$ cat src/rtl/timer_counter_pkg.sv
`default_nettype none
// ============================================================================
// timer_counter_pkg
//   Shared register map, CTRL bit positions, MODE encodings, FSM state
//   encodings and a byte-lane merge helper for the MMIO timer.
//   Rev 1.0 - initial release
// ============================================================================
package timer_counter_pkg;

  // Register word indices (byte address bits 3:2)
  localparam logic [1:0] REG_CTRL   = 2'd0;
  localparam logic [1:0] REG_PRESET = 2'd1;
  localparam logic [1:0] REG_COUNT  = 2'd2;
  localparam logic [1:0] REG_RSVD   = 2'd3;

  // CTRL bit positions; everything above CTRL_IM reads as zero
  localparam int CTRL_EN       = 0;
  localparam int CTRL_MODE_LSB = 1;
  localparam int CTRL_MODE_MSB = 2;
  localparam int CTRL_IM       = 3;
  localparam int CTRL_WIDTH    = 4;

  // MODE encodings; the two unlisted codes behave as one-shot
  localparam logic [1:0] MODE_ONESHOT = 2'b00;
  localparam logic [1:0] MODE_RELOAD  = 2'b01;

  // Counter FSM states
  typedef enum logic [1:0] {
    ST_IDLE = 2'd0,
    ST_LOAD = 2'd1,
    ST_CNT  = 2'd2,
    ST_INT  = 2'd3
  } state_t;

  // Replace only the byte lanes flagged in 'lanes'
  function automatic logic [31:0] merge_bytes(input logic [31:0] old_val,
                                              input logic [31:0] new_val,
                                              input logic [3:0]  lanes);
    logic [31:0] res;
    res = old_val;
    for (int i = 0; i < 4; i++) begin
      if (lanes[i]) res[8*i +: 8] = new_val[8*i +: 8];
    end
    return res;
  endfunction

endpackage : timer_counter_pkg
`default_nettype wire

$ cat src/rtl/timer_counter_core.sv
`default_nettype none
// ============================================================================
// timer_counter_core
//   One timer channel: CTRL/PRESET/COUNT register file plus the
//   IDLE/LOAD/CNT/INT counting FSM and the registered interrupt output.
//   Rev 1.0 - initial release
// ============================================================================
module timer_counter_core
  import timer_counter_pkg::*;
(
  input  logic        clk,
  input  logic        resetn,
  input  logic [1:0]  idx,
  input  logic        we,
  input  logic [3:0]  byteen,
  input  logic [31:0] wdata,
  output logic [31:0] rdata,
  output logic        irq
);

  state_t                  r_state, w_state_nxt;
  logic [CTRL_WIDTH-1:0]   r_ctrl, w_ctrl_nxt;
  logic [31:0]             r_preset, w_preset_nxt;
  logic [31:0]             r_count, w_count_nxt;
  logic                    r_intflag, w_intflag_nxt;
  logic                    r_irq;

  logic                    w_wr_any;
  logic                    w_ctrl_wr;
  logic                    w_preset_wr;
  logic                    w_reload;
  logic                    w_fsm_set_flag;
  logic                    w_fsm_clr_flag;
  logic                    w_fsm_clr_en;

  // A write with no lanes enabled is a no-op, including its flag-clear side effect
  assign w_wr_any    = we & (|byteen);
  assign w_ctrl_wr   = w_wr_any & (idx == REG_CTRL);
  assign w_preset_wr = w_wr_any & (idx == REG_PRESET);
  assign w_reload    = (r_ctrl[CTRL_MODE_MSB:CTRL_MODE_LSB] == MODE_RELOAD);

  // State register
  always_ff @(posedge clk) begin
    if (!resetn) r_state <= ST_IDLE;
    else         r_state <= w_state_nxt;
  end

  // Next-state, COUNT update and flag/EN side effects from pre-edge register values
  always_comb begin
    w_state_nxt    = r_state;
    w_count_nxt    = r_count;
    w_fsm_set_flag = 1'b0;
    w_fsm_clr_flag = 1'b0;
    w_fsm_clr_en   = 1'b0;
    case (r_state)
      ST_IDLE: begin
        if (r_ctrl[CTRL_EN]) w_state_nxt = ST_LOAD;
      end
      ST_LOAD: begin
        w_count_nxt = r_preset;
        w_state_nxt = ST_CNT;
      end
      ST_CNT: begin
        if (!r_ctrl[CTRL_EN]) begin
          w_state_nxt = ST_IDLE;
        end else if (r_count > 32'd1) begin
          w_count_nxt = r_count - 32'd1;
        end else begin
          // Covers PRESET of 0 or 1 too: land on zero, never wrap
          w_count_nxt    = 32'd0;
          w_fsm_set_flag = 1'b1;
          w_state_nxt    = ST_INT;
        end
      end
      ST_INT: begin
        w_state_nxt = ST_IDLE;
        if (w_reload) w_fsm_clr_flag = 1'b1;
        else          w_fsm_clr_en   = 1'b1;
      end
      default: w_state_nxt = ST_IDLE;
    endcase
  end

  // Bus/FSM arbitration for the architectural registers
  always_comb begin
    w_ctrl_nxt = r_ctrl;
    if (w_ctrl_wr) begin
      // CPU write beats the FSM's EN clear on the same edge
      if (byteen[0]) w_ctrl_nxt = wdata[CTRL_WIDTH-1:0];
    end else if (w_fsm_clr_en) begin
      w_ctrl_nxt[CTRL_EN] = 1'b0;
    end

    w_preset_nxt = r_preset;
    if (w_preset_wr) w_preset_nxt = merge_bytes(r_preset, wdata, byteen);

    // A terminal count setting the flag is never lost to a coincident CTRL write
    w_intflag_nxt = r_intflag;
    if (w_fsm_set_flag)                    w_intflag_nxt = 1'b1;
    else if (w_fsm_clr_flag || w_ctrl_wr)  w_intflag_nxt = 1'b0;
  end

  // Register file, flag and irq flop; irq tracks next flag AND next IM so it aligns with INTFLAG
  always_ff @(posedge clk) begin
    if (!resetn) begin
      r_ctrl    <= '0;
      r_preset  <= '0;
      r_count   <= '0;
      r_intflag <= 1'b0;
      r_irq     <= 1'b0;
    end else begin
      r_ctrl    <= w_ctrl_nxt;
      r_preset  <= w_preset_nxt;
      r_count   <= w_count_nxt;
      r_intflag <= w_intflag_nxt;
      r_irq     <= w_intflag_nxt & w_ctrl_nxt[CTRL_IM];
    end
  end

  // Read mux; the reserved slot reads zero
  always_comb begin
    rdata = 32'd0;
    case (idx)
      REG_CTRL:   rdata = {{(32-CTRL_WIDTH){1'b0}}, r_ctrl};
      REG_PRESET: rdata = r_preset;
      REG_COUNT:  rdata = r_count;
      REG_RSVD:   rdata = 32'd0;
      default:    rdata = 32'd0;
    endcase
  end

  assign irq = r_irq;

endmodule : timer_counter_core
`default_nettype wire

$ cat src/rtl/timer_counter.sv
`default_nettype none
// ============================================================================
// timer_counter
//   Two-channel MMIO timer. Each channel decodes addr[1:0] as its register
//   index; addr[2] picks the channel (TC0 at 0, TC1 at 1). The interrupt is
//   the OR of the two registered channel interrupts.
//   Rev 1.0 - initial release
// ============================================================================
module timer_counter
  import timer_counter_pkg::*;
(
  input  logic        clk,
  input  logic        resetn,
  input  logic [29:0] addr,
  input  logic        we,
  input  logic [3:0]  byteen,
  input  logic [31:0] wdata,
  output logic [31:0] rdata,
  output logic        irq
);

  logic        w_sel1;
  logic [31:0] w_rdata0, w_rdata1;
  logic        w_irq0, w_irq1;
  logic        w_unused_addr;

  assign w_sel1        = addr[2];
  assign w_unused_addr = ^addr[29:3];

  timer_counter_core TC0 (
    .clk    (clk),
    .resetn (resetn),
    .idx    (addr[1:0]),
    .we     (we & ~w_sel1),
    .byteen (byteen),
    .wdata  (wdata),
    .rdata  (w_rdata0),
    .irq    (w_irq0)
  );

  timer_counter_core TC1 (
    .clk    (clk),
    .resetn (resetn),
    .idx    (addr[1:0]),
    .we     (we & w_sel1),
    .byteen (byteen),
    .wdata  (wdata),
    .rdata  (w_rdata1),
    .irq    (w_irq1)
  );

  assign rdata = w_sel1 ? w_rdata1 : w_rdata0;
  assign irq   = w_irq0 | w_irq1;

endmodule : timer_counter
`default_nettype wire

$ cat config.mk
export PLATFORM = sky130hd
export DESIGN_NAME = timer_counter
export DESIGN_NICKNAME = d
export VERILOG_FILES = /design/src/rtl/timer_counter_pkg.sv /design/src/rtl/timer_counter_core.sv /design/src/rtl/timer_counter.sv
export SDC_FILE = /design/constraint.sdc
export NUM_CORES = 1
export LEC_CHECK = 0
export CORE_ASPECT_RATIO = 1.4
export CORE_MARGIN = 5
export CORE_UTILIZATION = 55
export CTS_BUF_LIST = sky130_fd_sc_hd__clkbuf_8
export DETAILED_ROUTE_END_ITERATION = 6
export DONT_BUFFER_PORTS = 1
export HOLD_SLACK_MARGIN = 0.15
export PLACE_DENSITY = 0.73
export REMOVE_ABC_BUFFERS = 1
export SYNTH_ARGS = -nofsm -noshare
export SYNTH_HDL_FRONTEND = slang
export SYNTH_SLANG_ARGS = --single-unit
export TNS_END_PERCENT = 100
$ cat constraint.sdc
create_clock -name clk -period 3.2 [get_ports clk]
set_input_delay 0.96 -clock clk [delete_from_list [all_inputs] [get_ports clk]]
set_output_delay 0.96 -clock clk [all_outputs]
set_load 0.05 [all_outputs]
Yosys cells after proc, flatten, opt, wreduce, memory -nomap -nowiden
Index checks and enable logic that the tools add are counted.
W data, S select, Z words.
Word-level totals
  input port bits: 69
  register bits after elaboration: 144
  output and inout port bits: 33
  logic and storage cells: 126
Cells by class
  bitwise logic cells: 12
  $lt $le $gt $ge: 2
  $add $sub $neg: 2
  equal/unequal tests: 19
  muxes and demuxes: 43
  reductions and logical operators: 26
Operator list (count)
  $pmux W32 S4: 2
  $mux W32: 5
  $pmux W32 S2: 2
  $gt A32 B1 Y1 const B: 2
  $sub A32 B1 Y32 const B: 2
  $reduce_and A2 Y1: 16
  $mux W1: 22
  $pmux W2 S4: 2
  $eq A2 B2 Y1 const B: 6
  $mux W2: 6
  $and A1 B1 Y1: 10
  $eq A2 B1 Y1 const B: 5
  $mux W4: 2
  $ne A2 B1 Y1 const B: 4
  $reduce_bool A2 Y1: 4
  $logic_not A2 Y1: 3
  $mux W3: 2
  $ne A3 B3 Y1 const B: 2
  $ne A2 B2 Y1 const B: 2
  $reduce_or A4 Y1: 1
  $logic_or A1 B1 Y1: 2
  $not A1 Y1: 1
  $or A1 B1 Y1: 1

Depth between registers and ports, before layout
Gate-level depths: netlist of the first run.
  depth after elaboration: 8
  gate-level depth with buffers: 8
  depth with buffers taken out: 7

Cells and area by module
From an unflattened synthesis of the first run, not the netlist that was laid out.
Second synthesis, totals
  cell total of the unflattened synthesis: 1128
  area, all modules: 8928.6 um^2
Modules (own cells, without submodules)
  timer_counter_core (TC1): instances 1, area each 4254.1 um^2, sequential area each 1441.4 um^2, cells an instance 556
  timer_counter_core (TC0): instances 1, area each 4124.0 um^2, sequential area each 1441.4 um^2, cells an instance 533
  timer_counter: instances 1, area each 550.5 um^2, sequential area each 0.0 um^2, cells an instance 39

Least setup slack after synthesis of the first run
No wires, ideal clock.
  path type: input port to output port
  start: in addr[1]
  end: out rdata[11]
  data required time: 2.240 ns
  data arrival time: 3.068 ns
  path buffers: 3
  path slack: -0.828 ns
  cell stages on the path: 6
  cell sequence: clkbuf_1 > nor2b_1 > clkbuf_1 > buf_1 > a22oi_1 > a21oi_1
On the way
  longest elaborated chain between the ends: 3
  elaborated cells between the ends (all ways): 7
  classes of those cells: 3 x eq/ne; 3 x mux; 1 x reduce/logical
RTL lines
  start: declaration: line timer_counter.sv:14  | input logic [29:0] addr,
  $eq A2 B2 Y1, or another cell as far along: line timer_counter_core.sv:123  | case (idx)
  $pmux W32 S4: line timer_counter_core.sv:123
  $mux W32 (*): line timer_counter.sv:52  | assign rdata = w_sel1 ? w_rdata1 : w_rdata0;
  end: declaration: line timer_counter.sv:18  | output logic [31:0] rdata,
Mark *: on every way between the ends. The rest lies on a longest branch, timed or not.

Final worst setup path of the first run
  start: in addr[1]
  end: out rdata[18]
Same word-level chain as after synthesis.

==> results of run 1 <==
==> cells in the mapped netlist (4+ instances only) <==
library cell,count
a311oi_1,4
a31o_2,4
a31oi_1,7
a21o_1,6
nand2b_1,5
a22oi_1,29
ha_1,4
and2_1,4
a221oi_1,39
o211a_1,4
o31a_1,11
nand3_1,83
nand3b_1,4
nor3_1,24
mux2i_1,14
nor2b_1,6
o21a_1,8
clkbuf_1,82
nor4_1,17
o21ai_0,115
nand4_1,16
xor2_1,4
nor2_1,74
inv_1,15
a21oi_1,177
dfxtp_1,144
or3_1,11
a41oi_1,4
nor3b_1,4
or2_2,5
buf_1,8
nand2_1,112
buf_6,4
a211oi_1,16
==> cell usage in the layout (no fill, tap or decap), types with 17 or more instances in the layout <==
master    synthesis  final
a21oi_1         177    177
a221oi_1         39     39
a22oi_1          29     29
buf_4             2     72
clkbuf_8          3     18
dfxtp_1         144    144
nand2_1         112    112
nand3_1          83     83
nor2_1           74     74
nor3_1           24     24
nor4_1           17     17
o21ai_0         115    115
==> report_power, final <==
group	switching, mW	total (mW)	internal [mW]
Combinational	0.311	0.454	0.142
Sequential	0.0214	1.83	1.81
Clock	0.762	1.47	0.708
Total	1.09	3.75	2.66
==> how the worst max path moves through the flow <==
| stage | slack [ns] | cells after the start | endpoint |
|---|---|---|---|
| 2_1_floorplan | -1.98 | 3 | rdata[10] |
| 3_3_place_gp | 0.13 | 6 | rdata[18] |
| 3_5_place_dp | 0.14 | 6 | rdata[18] |
| 4_1_cts | 0.11 | 6 | rdata[18] |
| 5_1_grt | 0.01 | 6 | rdata[18] |
| 6_report | 0.1 | 6 | rdata[18] |
==> cell families after synthesis <==
| kind of cell | after synthesis |
|---|---|
| AO/OA/AOI/OAI | 455 |
| AND/OR/NAND/NOR | 397 |
| flip-flops | 144 |
| buffers and inverters | 117 |
| multiplexers | 14 |
| XOR/XNOR | 6 |
| adder cells (fa/ha/maj) | 4 |
==> through the flow <==
stage               std cells  worst slack (ns)  utilization (%)
finish                   1334            0.0987             61.5
global route             1334            0.0149             61.5
CTS                      1334             0.114             61.5
detailed placement       1303             0.137             58.9
global placement         1303             0.135             58.9
floorplan                1036             -1.98                -
==> critical path, stage by stage <==
cell,delay (ns)
nor2b_4,0.29
buf_4,0.25
a221oi_1,0.10
buf_4,0.16
a21oi_1,0.14
buf_4,0.22
==> flip-flops by register name, summed over array words and instances, names as in the netlist, 2 cells and up <==
| name | cells |
|---|---|
| TC0.r_count | 32 |
| TC0.r_preset | 32 |
| TC0.r_ctrl | 4 |
| TC0.r_state | 2 |
| TC1.r_state | 2 |
| TC1.r_count | 32 |
| TC1.r_preset | 32 |
| TC1.r_ctrl | 4 |
==> per-layer routing <==
metal	global-route usage [%]	vias up	wire, um
met3	5.76	118	2210
met1	39.4	4263	11200
li1	-	4261	-
met2	53.2	480	14100
met5	0	-	0
met4	15.1	0	1530
==> area by class of cell <==
class | instances | area (um2)
Fill cell | 1408 | 5790
Sequential cell | 144 | 2880
Multi-Input combinational cell | 876 | 5090
Inverter | 16 | 60.1
Tap cell | 192 | 240
Clock inverter | 13 | 140
Timing Repair Buffer | 75 | 601
Clock buffer | 18 | 248
==> results.py, run 1 <==
metrics = {
    "global_route": {
        "grt_util_all_layers_pct": 31.9,
        "grt_pass1_wl_um": 45300,
        "grt_max_degree": 73,
        "antenna_found_initial": 0,
        "grt_pass1_vias": 8383,
        "grt_overflow": 0,
    },
    "yosys": {
        "synth_top_area_share_pct": 34.1,
        "synthMuxAreaShare_pct": 1.66,
        "synth_compound_area_share_pct": 33.3,
        "synth_top_family_by_area": "compound AO/OA/AOI/OAI gates",
        "synth_xor_area_share_pct": 0.621,
        "async_flop_share_pct": 0,
        "synth_seq_cells": 144,
        "synth_edf_count": 0,
        "yosys_warnings": 0,
        "yosysTopAreaCell": "dfxtp_1",
        "syn_inst": 1137,
        "netlist_area_um2": 8460,
        "synthSimpleGateAreaFrac_pct": 23.8,
        "synth_area_leaders": "dfxtp_1 (34%), a21oi_1 (10%), o21ai_0 (6.8%)",
        "avgSynthCellArea_um2": 7.44,
        "synth_adder_area_share_pct": 0.591,
        "synthFlopType": "dfxtp_1",
        "yosysSeqAreaShare_pct": 34.1,
        "synth_cell_types": 77,
    },
    "critical_path": {
        "required_ns": 2.24,
        "timing.rr.start": "TC1.r_count[0]",
        "start_kind": "primary input",
        "crit_path_end_kind": "primary output",
        "cp.arrival_ns": 2.14,
        "cp-startpoint": "addr[1]",
        "r2r_end": "TC1.r_count[8]",
        "rr_worst_depth": 9,
        "crit_type": "in2out",
        "r2r_slack_ns": 0.72,
        "path_max_fanout": 11,
    },
    "place": {
        "place_area_um2": 8870,
        "dpl.hpwl_um": 20700,
        "finalWeightedCongestion": 0.977,
        "io_buffer_count": 0,
    },
    "drt": {
        "dr.pass1.iters": 7,
        "drtIter0Drc": 1020,
        "wirelength_um": 29100,
        "ant_nets": 0,
        "vias": 9122,
        "drc_errors": 2,
        "wl_per_cell_um": 21.8,
        "drt-vias-per-instance": 6.84,
    },
    "final_layout": {
        "final_area_um2": 9260,
        "n_antenna_cell": 0,
        "syn_to_final_growth_pct": 9.39,
        "nets": 1203,
        "drive_above_1_share_pct": 12.0,
    },
    "pwr": {
        "vdd_drop_max_v": 0.000305,
        "powerDensity_nw_per_um2": 405,
        "finalPower_mw": 3.75,
        "p_leak_nw": 3.42,
    },
    "clocking": {
        "cts.repair.resized": 0,
        "clk_latency_ns": 0.47,
        "h-tree-depth": 4,
        "ctsRootBufferMaster": "clkbuf_8",
        "clockBufferDepth": 2,
        "clkSlewWorstSetupHoldPaths_ns": 0.08,
        "cts_tree": "done",
        "postCtsHoldBufs": 0,
        "cts_buffers": 17,
        "postCtsSetupBuffers": 0,
        "clock-sinks": 144,
    },
    "timing": {
        "hold_slack_ns": 0.473,
        "slew_headroom_pct": 30.6,
        "timing.fmax_mhz": 322,
        "slew_violations": 0,
        "final.min_clock_period_ns": 3.10,
        "fin_crit_sh_pct": 96.9,
        "setup_violations": 0,
        "setup_tns_ns": 0,
        "skew_ns": 0.0165,
        "finalHoldViolations": 0,
        "rsz0062_at_grt": "false",
        "tightest_slew_ns": 1.04,
    },
    "worst_hold_path": {
        "hold_path_end": "TC0.r_preset[23]",
        "hold_path.startpoint": "TC0.r_preset[23]",
        "hold_depth": 2,
        "hold_class": "reg2reg",
    },
    "floorplan": {
        "io_pins": 102,
        "row_count": 53,
        "die_area_um2": 18000,
        "die_w_um": 115,
        "initial_core_util_pct": 56.2,
        "die_h_um": 157,
        "coreArea_um2": 15100,
    },
    "outcome": {
        "violations": "design-rule violations",
        "status": "finished with violations",
    },
    "job": {
        "max_cap_violations": 0,
    },
}
(Power assumes the default switching activity.)
==> run 2, diff against run 1 <==
--- a/config.mk
+++ b/config.mk
@@ -7,12 +7,12 @@
 export LEC_CHECK = 0
 export CORE_ASPECT_RATIO = 1.4
 export CORE_MARGIN = 5
-export CORE_UTILIZATION = 55
+export CORE_UTILIZATION = 45
 export CTS_BUF_LIST = sky130_fd_sc_hd__clkbuf_8
 export DETAILED_ROUTE_END_ITERATION = 6
 export DONT_BUFFER_PORTS = 1
 export HOLD_SLACK_MARGIN = 0.15
-export PLACE_DENSITY = 0.73
+export PLACE_DENSITY = 0.62
 export REMOVE_ABC_BUFFERS = 1
 export SYNTH_ARGS = -nofsm -noshare
 export SYNTH_HDL_FRONTEND = slang
==> run 2 against run 1 <==
The run now ends clean. Clock skew down 0.0036 ns. Critical path depth down 1. Sequential cell count unchanged. Register-to-register slack worse by 0.13 ns. Critical endpoint unchanged. Fmax down 1.5%. Global-route usage down 4.7 points. Clock power about the same. Highest routed layer unchanged. Final area up 0.66%. Die area up 20%. Clock-buffer cell count unchanged.
==> results.py, run 2 (same netlist as run 1, synthesis figures left out) <==
metrics = {
    "outcome": {
        "status": "completed",
    },
    "clocking": {
        "cts.repair.resized": 0,
        "clkSlewWorstSetupHoldPaths_ns": 0.08,
        "clk_latency_ns": 0.47,
        "clock-sinks": 144,
        "ctsRootBufferMaster": "clkbuf_8",
        "clockBufferDepth": 2,
        "postCtsSetupBuffers": 0,
        "postCtsHoldBufs": 0,
        "h-tree-depth": 4,
        "cts_buffers": 17,
        "cts_tree": "done",
    },
    "pwr": {
        "powerDensity_nw_per_um2": 403,
        "p_clk_share_pct": 39.2,
        "vdd_drop_max_v": 0.000212,
        "internal_power_mw": 2.66,
        "p_leak_nw": 3.40,
        "swShare_pct": 29.2,
        "combPwrFrac_pct": 12.1,
        "switchingPower_mw": 1.10,
        "p_seq_share_pct": 48.8,
    },
    "floorplan": {
        "die_area_um2": 21700,
        "coreArea_um2": 18500,
        "initial_core_util_pct": 45.7,
        "die_w_um": 126,
        "row_count": 59,
        "die_h_um": 172,
        "io_pins": 102,
    },
    "critical_path": {
        "cpMaxStageDelayCell": "a221oi_1",
        "path_max_fanout": 15,
        "max_stage_delay_ns": 0.56,
        "cp.arrival_ns": 2.19,
        "crit_chain": "nor2b_4 -> buf_12 -> a221oi_1 -> a21oi_1 -> buf_4",
        "start_kind": "primary input",
        "crit_path_end_kind": "primary output",
        "required_ns": 2.24,
        "crit_type": "in2out",
    },
    "worst_hold_path": {
        "hold_class": "reg2reg",
    },
    "timing": {
        "fin_crit_sh_pct": 98.4,
        "setup_tns_ns": 0,
        "slew_headroom_pct": 29.8,
        "final.min_clock_period_ns": 3.15,
        "rsz0062_at_grt": "false",
        "slew_violations": 0,
        "finalHoldViolations": 0,
        "setup_violations": 0,
        "timing.fmax_mhz": 318,
        "tightest_slew_ns": 1.05,
        "skew_ns": 0.0129,
        "setup_ws_ns": 0.0507,
    },
    "place": {
        "place_area_um2": 8930,
        "pre_cts_slack_ns": 0.150,
        "io_buffer_count": 0,
        "dpl.hpwl_um": 21300,
        "finalWeightedCongestion": 0.924,
    },
    "final_layout": {
        "syn_to_final_growth_pct": 10.1,
        "final_area_um2": 9320,
        "final_cell_mix": "a21oi_1 (177), dfxtp_1 (144), o21ai_0 (115)",
        "final_common_cell": "a21oi_1",
        "drive_above_1_share_pct": 11.6,
        "nets": 1199,
        "n_antenna_cell": 0,
    },
    "global_route": {
        "grt_pass1_wl_um": 47300,
        "grt_overflow": 0,
        "antenna_found_initial": 0,
        "grt_pass1_vias": 8514,
        "grt_util_all_layers_pct": 27.1,
        "grt_max_degree": 73,
    },
    "drt": {
        "drc_errors": 0,
        "ant_nets": 0,
        "drtIter0Drc": 1095,
        "wirelength_um": 30300,
        "wl_per_cell_um": 22.0,
        "dr.pass1.iters": 6,
        "drt-vias-per-instance": 6.60,
        "vias": 9118,
    },
    "job": {
        "max_cap_violations": 0,
    },
}
[run 2: cell count changes in the layout (fill, tap and decap cells not counted), sizes merged]
cell	before	now
clkinvlp	6	5
clkinv	2	3
buf	75	71
[run 2: power by group through the flow]
| stage | clock (mW) | sequential, mW | combinational [mW] |
|---|---|---|---|
| after global placement | 0 | 1.87 | 0.441 |
| after global routing | 1.55 | 1.83 | 0.482 |
| final | 1.47 | 1.83 | 0.454 |
| after CTS | 1.48 | 1.83 | 0.445 |
| after floorplan | 0 | 1.86 | 0.297 |
| after detailed placement | 0 | 1.87 | 0.444 |
[run 2: worst max-delay path: cells and delay by family]
kind | cells | cell delay [ns]
simple gates | 1 | 0.13
compound gates | 2 | 0.71
buf+inv | 2 | 0.38
[run 2: final timing paths]
kind               startpoint          endpoint  slack (ns)  cells after the start
max                   addr[1]         rdata[18]        0.05                      5
min          TC1.r_preset[25]  TC1.r_preset[25]        0.47                      2
max reg2reg   TC0.r_count[10]           TC0.irq        0.59                      5
min reg2reg  TC1.r_preset[25]  TC1.r_preset[25]        0.47                      2
[run 2: layout make-up]
type	instances	area (um2)
fill	1822	9210
timing repair buffer	71	596
clock buffer	18	248
clock inverter	13	140
multi-input combinational	876	5090
sequential	144	2880
inverter	16	61.3
tap	244	305
[run 2: stage by stage]
step                      hold slack (ns)  util [%]  std cells  power (mW)
after global placement              0.457      48.2       1351        2.31
after floorplan                     0.444         -       1036        2.16
final                               0.475      50.3       1382        3.76
after detailed placement            0.464      48.2       1351        2.32
after CTS                           0.476      50.3       1382        3.76
after global routing                0.490      50.3       1382        3.86
[run 2: layer usage]
metal	track usage, %	vias up	part of all wire (%)	wire (um)
li1	-	4236	-	-
met1	33.6	4311	40	12000
met2	46.8	469	49	14800
met3	4.02	102	7.3	2220
met4	12.3	0	4.4	1320
met5	0	-	0	0
==> run 3, diff against run 2 <==
==> constraint.sdc (replaced) <==
create_clock -name clk -period 3.2 [get_ports clk]
set_input_delay 0.96 -clock clk [delete_from_list [all_inputs] [get_ports clk]]
set_output_delay 0.96 -clock clk [all_outputs]
set_load 0.1 [all_outputs]
==> run 3 against run 2 <==
Worst hold slack got worse by 0.0018 ns. Clock-buffer cell count fell by 1. Clock power rose by 7%. Critical path depth did not move. Wire length fell by 0.16%. Global-route usage fell by 0.057 points. Clock skew rose by 0.00059 ns. Utilization rose by 2.9 points. First-iteration DRC count rose by 5.6%. Sequential share of layout area fell by 1.7 points. Largest cell class unchanged.
==> results.py, run 3 (same netlist as run 1, synthesis figures left out) <==
metrics = {
    "drt": {
        "topRoutingLayerUsed": "met4",
        "wl_per_cell_um": 21.9,
        "vias": 9047,
        "ant_nets": 0,
        "drt-vias-per-instance": 6.55,
        "met2RoutedLength_um": 14700,
        "wirelength_um": 30300,
        "drtIter0Drc": 1156,
        "dr.pass1.iters": 6,
        "drc_errors": 0,
        "wl_met1_um": 12200,
        "met3WireLength_um": 2180,
    },
    "timing": {
        "finalHoldViolations": 0,
        "skew_ns": 0.0135,
        "setup_ws_ns": 0.131,
        "slew_violations": 0,
        "slew_headroom_pct": 30.1,
        "timing.fmax_mhz": 326,
        "final.min_clock_period_ns": 3.07,
        "hold_slack_ns": 0.473,
        "setup_violations": 0,
        "tightest_slew_ns": 1.05,
        "rsz0062_at_grt": "false",
        "fin_crit_sh_pct": 95.9,
    },
    "global_route": {
        "grt_max_degree": 73,
        "grt_pass1_wl_um": 46700,
        "grt_overflow": 0,
        "grt_pass1_vias": 8186,
        "grt_util_all_layers_pct": 27.1,
        "antenna_found_initial": 0,
    },
    "critical_path": {
        "cp.arrival_ns": 2.11,
        "r2r_slack_ns": 0.61,
        "cp-startpoint": "addr[0]",
        "crit_type": "in2out",
        "rr_worst_depth": 5,
        "start_kind": "primary input",
        "required_ns": 2.24,
        "timing.rr.start": "TC0.r_count[10]",
        "crit_path_end_kind": "primary output",
        "crit_end": "rdata[20]",
        "path_max_fanout": 11,
        "r2r_end": "TC0.irq",
    },
    "floorplan": {
        "die_w_um": 126,
        "die_area_um2": 21700,
        "row_count": 59,
        "io_pins": 102,
        "die_h_um": 172,
        "initial_core_util_pct": 45.7,
        "coreArea_um2": 18500,
    },
    "clocking": {
        "clk_latency_ns": 0.47,
        "clock-sinks": 144,
        "h-tree-depth": 4,
        "ctsRootBufferMaster": "clkbuf_8",
        "cts_tree": "done",
        "cts.repair.resized": 0,
        "clkSlewWorstSetupHoldPaths_ns": 0.09,
        "cts_buffers": 17,
        "postCtsHoldBufs": 0,
        "postCtsSetupBuffers": 0,
        "clockBufferDepth": 2,
    },
    "place": {
        "pre_cts_slack_ns": 0.195,
        "finalWeightedCongestion": 0.930,
        "io_buffer_count": 0,
        "dpl.hpwl_um": 21500,
    },
    "final_layout": {
        "final_common_cell": "a21oi_1",
        "nets": 1198,
        "n_antenna_cell": 0,
        "syn_to_final_growth_pct": 16.5,
        "drive_above_1_share_pct": 14.5,
        "final_cell_mix": "a21oi_1 (145), dfxtp_1 (144), o21ai_0 (115)",
    },
    "outcome": {
        "status": "completed",
    },
    "pwr": {
        "vdd_drop_max_v": 0.000206,
        "powerDensity_nw_per_um2": 407,
        "finalPower_mw": 4.01,
        "p_leak_nw": 3.54,
    },
    "worst_hold_path": {
        "hold_class": "reg2reg",
    },
    "job": {
        "max_cap_violations": 0,
    },
}
-- run 3: changes by cell type in the layout (fill, tap and decap cells not counted), moves of 2 or more --
cell        delta
clkinvlp_4     -2
buf_12        +32
a21oi_2       +32
buf_4         -33
a21oi_1       -32
-- run 3: worst min path at each step --
stage,end,start,depth (start not counted)
after global placement,TC1.r_preset[25],TC1.r_preset[25],2
final,TC0.r_preset[21],TC0.r_preset[21],2
after floorplan,TC0.r_ctrl[2],TC0.r_ctrl[2],2
after global routing,TC0.r_preset[22],TC0.r_preset[22],2
after detailed placement,TC0.r_preset[21],TC0.r_preset[21],2
after CTS,TC0.r_preset[21],TC0.r_preset[21],2
-- run 3: area by class of cell --
| class | instances | area (um2) |
|---|---|---|
| Clock inverter | 15 | 185 |
| Fill cell | 1775 | 8660 |
| Inverter | 16 | 61.3 |
| Clock buffer | 17 | 234 |
| Timing Repair Buffer | 70 | 988 |
| Multi-Input combinational cell | 876 | 5210 |
| Tap cell | 244 | 305 |
| Sequential cell | 144 | 2880 |
-- run 3: per-stage QoR --
step           instances  setup TNS, ns  cell area [um2]  util, %
2_1_floorplan       1036        -180.37             8020        -
3_3_place_gp        1350              0             9450     51.0
3_5_place_dp        1350              0             9450     51.0
5_1_grt             1382              0             9860     53.2
6_report            1382              0             9860     53.2
4_1_cts             1382              0             9860     53.2
-- run 3: worst max-delay path, stage by stage --
cell	delay (ns)
nor2b_4	0.13
buf_4	0.18
a221oi_1	0.51
a21oi_2	0.12
buf_12	0.20
-- run 3: power breakdown --
group	total [mW]	internal [mW]	switching (mW)
clock	1.57	0.781	0.786
sequential	1.83	1.81	0.0235
combinational	0.615	0.204	0.411
-- run 3: metal layers --
metal  up-vias  global-route usage, %
met3        88                   3.83
met4         0                   11.9
met1      4298                   34.4
met5         -                      0
met2       418                   46.0
li1       4243                      -
